$ cat src/rtl/csr_rmw_unit.sv
// csr_rmw_unit: multi-cycle Zicsr read-modify-write engine over a small local CSR file.
// Build option CSR_COUNTERS_EN adds read-only 64-bit cycle/instret counters at 0xC00/0xC80/0xC02/0xC82.
module csr_rmw_unit #(
  parameter int          XLEN          = 32,
  parameter int          NUM_CSR       = 8,
  parameter logic [11:0] CSR_BASE_ADDR = 12'h300
) (
  input  logic            clk,
  input  logic            rst_n,
  input  logic            req_valid,
  output logic            req_ready,
  input  logic [1:0]      req_write_func,
  input  logic            req_input_sel,
  input  logic [4:0]      req_rd,
  input  logic [4:0]      req_rs1_or_uimm,
  input  logic [XLEN-1:0] req_rs1_value,
  input  logic [11:0]     req_csr_addr,
  input  logic            retire,
  output logic            resp_valid,
  input  logic            resp_ready,
  output logic [4:0]      resp_rd,
  output logic            resp_rd_we,
  output logic [XLEN-1:0] resp_rd_data,
  output logic            resp_illegal
);
  // state   | meaning
  // S_IDLE  | waiting for an op, req_ready high
  // S_READ  | decode address, capture old value and enables
  // S_WRITE | commit modified value to the CSR file
  // S_RESP  | hold result until the consumer takes it
  typedef enum logic [1:0] {S_IDLE, S_READ, S_WRITE, S_RESP} state_t;

  localparam logic [1:0]  F_NONE    = 2'b00;
  localparam logic [1:0]  F_RW      = 2'b01;
  localparam logic [1:0]  F_RS      = 2'b10;
  localparam logic [11:0] NUM_CSR_W = 12'(NUM_CSR);

  state_t          r_state, w_next;
  logic [1:0]      r_func;
  logic            r_sel;
  logic [4:0]      r_rd, r_src_idx;
  logic [XLEN-1:0] r_rs1_value;
  logic [11:0]     r_addr;
  logic            r_read_en, r_write_en, r_illegal;
  logic [XLEN-1:0] r_old;
  logic [XLEN-1:0] r_csr [NUM_CSR];

  logic [11:0]     w_offset;
  logic            w_in_file, w_cnt_hit;
  logic [XLEN-1:0] w_file_rd, w_cnt_val, w_src, w_new;
  logic            w_read_en, w_write_en, w_illegal, w_accept, w_commit;

  assign w_accept = req_valid && req_ready;
  assign resp_rd  = r_rd;

  always_ff @(posedge clk) begin
    if (!rst_n) r_state <= S_IDLE;
    else        r_state <= w_next;
  end

  always_comb begin
    w_next       = r_state;
    req_ready    = 1'b0;
    resp_valid   = 1'b0;
    resp_rd_we   = 1'b0;
    resp_rd_data = '0;
    resp_illegal = 1'b0;
    case (r_state)
      S_IDLE: begin
        req_ready = 1'b1;
        if (req_valid) w_next = S_READ;
      end
      S_READ:  w_next = S_WRITE;
      S_WRITE: w_next = S_RESP;
      S_RESP: begin
        resp_valid   = 1'b1;
        resp_illegal = r_illegal;
        resp_rd_we   = r_read_en && !r_illegal && (r_rd != 5'd0);
        if (r_read_en && !r_illegal) resp_rd_data = r_old;
        if (resp_ready) w_next = S_IDLE;
      end
      default: w_next = S_IDLE;
    endcase
  end

  always_ff @(posedge clk) begin
    if (!rst_n) begin
      r_func      <= F_NONE;
      r_sel       <= 1'b0;
      r_rd        <= 5'd0;
      r_src_idx   <= 5'd0;
      r_rs1_value <= '0;
      r_addr      <= 12'd0;
    end else if (w_accept) begin
      r_func      <= req_write_func;
      r_sel       <= req_input_sel;
      r_rd        <= req_rd;
      r_src_idx   <= req_rs1_or_uimm;
      r_rs1_value <= req_rs1_value;
      r_addr      <= req_csr_addr;
    end
  end

  assign w_offset  = r_addr - CSR_BASE_ADDR;
  assign w_in_file = (r_addr >= CSR_BASE_ADDR) && (w_offset < NUM_CSR_W);

  always_comb begin
    w_file_rd = '0;
    for (int i = 0; i < NUM_CSR; i++)
      if (w_offset == 12'(i)) w_file_rd = r_csr[i];
  end

  // Suppression follows the instruction's register indices, not operand values.
  assign w_read_en  = (r_func != F_RW) || (r_rd != 5'd0);
  assign w_write_en = (r_func == F_RW) || (r_src_idx != 5'd0);
  assign w_illegal  = (r_func == F_NONE) || !(w_in_file || w_cnt_hit) ||
                      (w_write_en && (r_addr[11:10] == 2'b11));

  assign w_src = r_sel ? {{(XLEN-5){1'b0}}, r_src_idx} : r_rs1_value;

  always_comb begin
    case (r_func)
      F_RW:    w_new = w_src;
      F_RS:    w_new = r_old | w_src;
      default: w_new = r_old & ~w_src;
    endcase
  end

  always_ff @(posedge clk) begin
    if (!rst_n) begin
      r_read_en  <= 1'b0;
      r_write_en <= 1'b0;
      r_illegal  <= 1'b0;
      r_old      <= '0;
    end else if (r_state == S_READ) begin
      r_read_en  <= w_read_en;
      r_write_en <= w_write_en;
      r_illegal  <= w_illegal;
      r_old      <= w_in_file ? w_file_rd : (w_cnt_hit ? w_cnt_val : '0);
    end
  end

  assign w_commit = (r_state == S_WRITE) && r_write_en && !r_illegal && w_in_file;

  always_ff @(posedge clk) begin
    if (!rst_n) begin
      for (int i = 0; i < NUM_CSR; i++) r_csr[i] <= '0;
    end else if (w_commit) begin
      for (int i = 0; i < NUM_CSR; i++)
        if (w_offset == 12'(i)) r_csr[i] <= w_new;
    end
  end

`ifdef CSR_COUNTERS_EN
  logic [63:0] r_cycle, r_instret;

  always_ff @(posedge clk) begin
    if (!rst_n) begin
      r_cycle   <= 64'd0;
      r_instret <= 64'd0;
    end else begin
      r_cycle <= r_cycle + 64'd1;
      if (retire) r_instret <= r_instret + 64'd1;
    end
  end

  always_comb begin
    w_cnt_hit = 1'b1;
    w_cnt_val = '0;
    case (r_addr)
      12'hC00: w_cnt_val = XLEN'(r_cycle[31:0]);
      12'hC80: w_cnt_val = XLEN'(r_cycle[63:32]);
      12'hC02: w_cnt_val = XLEN'(r_instret[31:0]);
      12'hC82: w_cnt_val = XLEN'(r_instret[63:32]);
      default: w_cnt_hit = 1'b0;
    endcase
  end
`else
  logic w_unused_retire;
  assign w_unused_retire = retire;
  assign w_cnt_hit       = 1'b0;
  assign w_cnt_val       = '0;
`endif

endmodule

$ cat config.mk
export PLATFORM = sky130hd
export DESIGN_NAME = csr_rmw_unit
export DESIGN_NICKNAME = d
export VERILOG_FILES = /design/src/rtl/csr_rmw_unit.sv
export SDC_FILE = /design/constraint.sdc
export NUM_CORES = 1
export LEC_CHECK = 0
export CORE_MARGIN = 1.5
export CORE_UTILIZATION = 43
export DETAILED_ROUTE_END_ITERATION = 12
export GPL_TIMING_DRIVEN = 0
export MAX_ROUTING_LAYER = met4
export PLACE_DENSITY_LB_ADDON = 0.2
export SETUP_SLACK_MARGIN = 0.3
export SYNTH_ARGS = -nofsm -noshare
export SYNTH_HDL_FRONTEND = slang
export SYNTH_SLANG_ARGS = --single-unit
$ cat constraint.sdc
create_clock -name clk -period 8.3 [get_ports clk]
set_input_delay 2.49 -clock clk [delete_from_list [all_inputs] [get_ports clk]]
set_output_delay 2.49 -clock clk [all_outputs]
set_load 0.1 [all_outputs]
==> run metrics <==
DRC 0; EDFF count, synth between 200 and 300; largest net degree at the start of global routing 33; Synth cell types between 50 and 60; vias in the first global route ~11000; RR Startpoint r_addr[1]; Yosys top cell area share between 40% and 50%; Hold Buf Count CTS 0; Num CTS Buffers 36; num ports 103; peak-usage layer in the global routing report met2; Total Power 4740 uW; synthesis warning total 0; row count just under 70; area of the mapped netlist between 15000 and 20000 um^2; Clock Path Buffers 3; crit share post-route a little under three quarters; Detail Placement HPWL 32.3 mm; Die Y-Extent a little under 200 um; Final Setup Violations 0; Routed Antenna Nets 0; clock power share 35.4%; Setup TNS 0 ps; crit path DAT between 3000 and 4000 ps; CTS HTree Levels 2; FILL cells about 3200; post-layout instance area 18300 um^2; outcome finished, final reports clean; switching share of power a little under a third; initial antenna violation count 1; TritonRoute pass-1 iters 5; Setup Skew roughly 11 ps; CP startpoint kind register; Final Max Tran Viols 0; Placed Area about 17000 um^2; hold crit path type register to register; Primary FF master, synth edfxtp_1; met1 Resource Use GR between 30% and 40%; Clock Sinks 350; Post-CTS Setup Inserts 0; Area contributors post-synth edfxtp_1 (50%), dfxtp_1 (12%), nor2_1 (5.7%), nand2_1 (3.7%), a21oi_1 (3.2%); Yosys reg bits 350; WP data required between 5000 and 6000 ps; Crit Path Class register to primary output; leading area contributor after synthesis edfxtp_1; global route total overflow 0; Tmin final just under 6000 ps; Mapped Avg Cell Area ~11 um^2; nets approximately 1600; critical path peak fanout 10; die width around 190 um; vias per cell about 5.5; PnR worst setup slack between 2000 and 2500 ps; Initial Util 43.6%; Sequential Power Share 43.5%; worst slew pin tran roughly 1300 ps; routability cong. ~0.87; combinational fraction of design power a little over a fifth; area grow syn2layout 18.2%; Gates resized, CTS repair 0; CTS tree yes; final WL 45.1 mm; async set-reset flop share out of synthesis 0%; I/O Buffers about 100; Leak between 0.006 and 0.007 uW; first-pass GRT wire length approximately 66 mm; Clk pin slew, worst setup/hold paths about 60 ps; via count between 10000 and 15000; Hold Vio Cnt, Final 0; drt wl/cell 22.2 um; hold wc startpoint r_addr[4]; Worst setup EP type primary output; Syn Nets around 1500; Core Box Area between 30000 and 40000 um^2; layout cells sized above 1 between 7 and 8%; met3 usage about 3.9%; unrepaired setup endpoints after global routing false; clock root cell clkbuf_16; peak supply drop about 250 uV; Worst Setup SP r_state[0]; maximum clock rate 170 MHz; pwr/cell area ~260 nW/um^2; clk_lat worst skew ~540 ps; internal power ~3300 uW; sw power between 1000 and 1500 uW; grt met2 use between 40% and 50%; Max Cap Viol 0; All-Layer GR Usage roughly a quarter; sequential-to-total area share from yosys stat 61.9%; DRT iter0 DRCs a little over 900; post-synthesis cell count about 1400; die area about 37000 um^2; Slew headroom between 10% and 20%; pre-CTS WS about 2800 ps
[placed cells by master (no fill, tap or decap), types with 7 or more instances in the layout]
cell type,netlist,layout
edfxtp_1,256,256
nor2_1,234,234
nand2_1,154,147
clkbuf_1,106,112
clkdlybuf4s50_1,0,101
a21oi_1,99,99
dfxtp_1,94,94
nor2b_1,56,56
inv_1,50,50
mux2i_1,47,47
clkbuf_16,0,37
and2_1,34,34
o21ai_0,31,31
or3_1,27,27
mux4_2,22,22
a2bb2oi_1,22,22
o32ai_1,22,22
a31oi_1,20,20
o22ai_1,17,17
nand3_1,15,15
nand2b_1,9,9
mux2_2,9,9
buf_1,8,8
o211ai_1,8,8
buf_2,7,7
nand2_2,0,7
ha_1,7,7
[state kept, by name (all words and copies together), names as in the netlist, 2 cells and up]
| register | flops |
|---|---|
| r_func | 2 |
| r_addr | 12 |
| r_rs1_value | 32 |
| r_state | 2 |
| r_old | 32 |
| r_csr | 256 |
| r_src_idx | 5 |
| resp_rd | 5 |
[Yosys cell counts (all sizes together) (2+ instances only)]
cell type and n:
edfxtp 256, nor2 235, nand2 155, clkbuf 106, a21oi 99, dfxtp 94
nor2b 56, inv 50, mux2i 47, and2 35, o21ai 31, or3 27
a2bb2oi 22, mux4 22, o32ai 22, a31oi 20, buf 17, o22ai 17
nand3 15, mux2 9, nand2b 9, nor3 8, o211ai 8, ha 7
a211oi 5, a221o 5, a22o 3, and3 3, o221ai 3, nor4 2
or2 2, or4 2
[worst paths after layout]
| check | end | cells past startpoint | slack, ps |
|---|---|---|---|
| setup / recovery | resp_rd_data[13] | 6 | 2420 |
| hold / removal | r_addr[4] | 2 | 460 |
| setup reg to reg | r_csr[1][8] | 7 | 4230 |
| hold reg to reg | r_addr[4] | 2 | 460 |
[power groups by stage]
| stage | Combinational [uW] | Sequential [uW] | Clock [uW] |
|---|---|---|---|
| 5_1_grt | 1070 | 2070 | 1760 |
| 4_1_cts | 1000 | 2060 | 1690 |
| 3_5_place_dp | 995 | 2090 | 0 |
| 2_1_floorplan | 628 | 2100 | 0 |
| 6_report | 1000 | 2060 | 1670 |
| 3_3_place_gp | 985 | 2090 | 0 |
[metrics by stage]
stage	instances	hold slack, ps	util (%)
2_1_floorplan	1403	436	-
3_3_place_gp	1965	445	48.1
3_5_place_dp	1965	450	48.1
4_1_cts	2031	461	51.5
5_1_grt	2032	480	51.5
6_report	2032	460	51.5
[critical path: stages, from the launching register on]
cell             delay (ps)
dfxtp_1                 400
ha_1                    250
nand2_1                  90
nor2_1                  230
clkbuf_1                510
and2_1                  230
clkdlybuf4s50_1        1150
[kinds of logic (layout without fill, tap and decap cells)]
| group | after synthesis | after routing | synth area share, % |
|---|---|---|---|
| flops | 350 | 350 | 61.9 |
| simple gates | 553 | 553 | 16.4 |
| buf+inv | 173 | 340 | 4.35 |
| mux | 78 | 78 | 6.90 |
| other cells | 0 | 1 | 0 |
| fa+ha+maj | 7 | 7 | 0.566 |
| compound gates | 242 | 242 | 9.92 |
[metal layers]
metal,part of all wire (%),vias to the layer above
li1,-,5221
met1,42,5439
met2,48,402
met3,7.2,77
met4,2.6,0
met5,0,-
[cell type report]
type / count / area (um^2) / area share [%]
diodes: 1 / 2.50 / 0.0137
plain buffers: 123 / 485 / 2.65
clock buffers: 47 / 1000 / 5.49
clock inverters: 19 / 208 / 1.14
inverters: 50 / 188 / 1.03
multi-input cells: 880 / 5250 / 28.7
flip-flops and latches: 350 / 9570 / 52.3
well taps: 461 / 577 / 3.15
repair buffers: 101 / 1010 / 5.53
(Power assumes the default switching activity.)
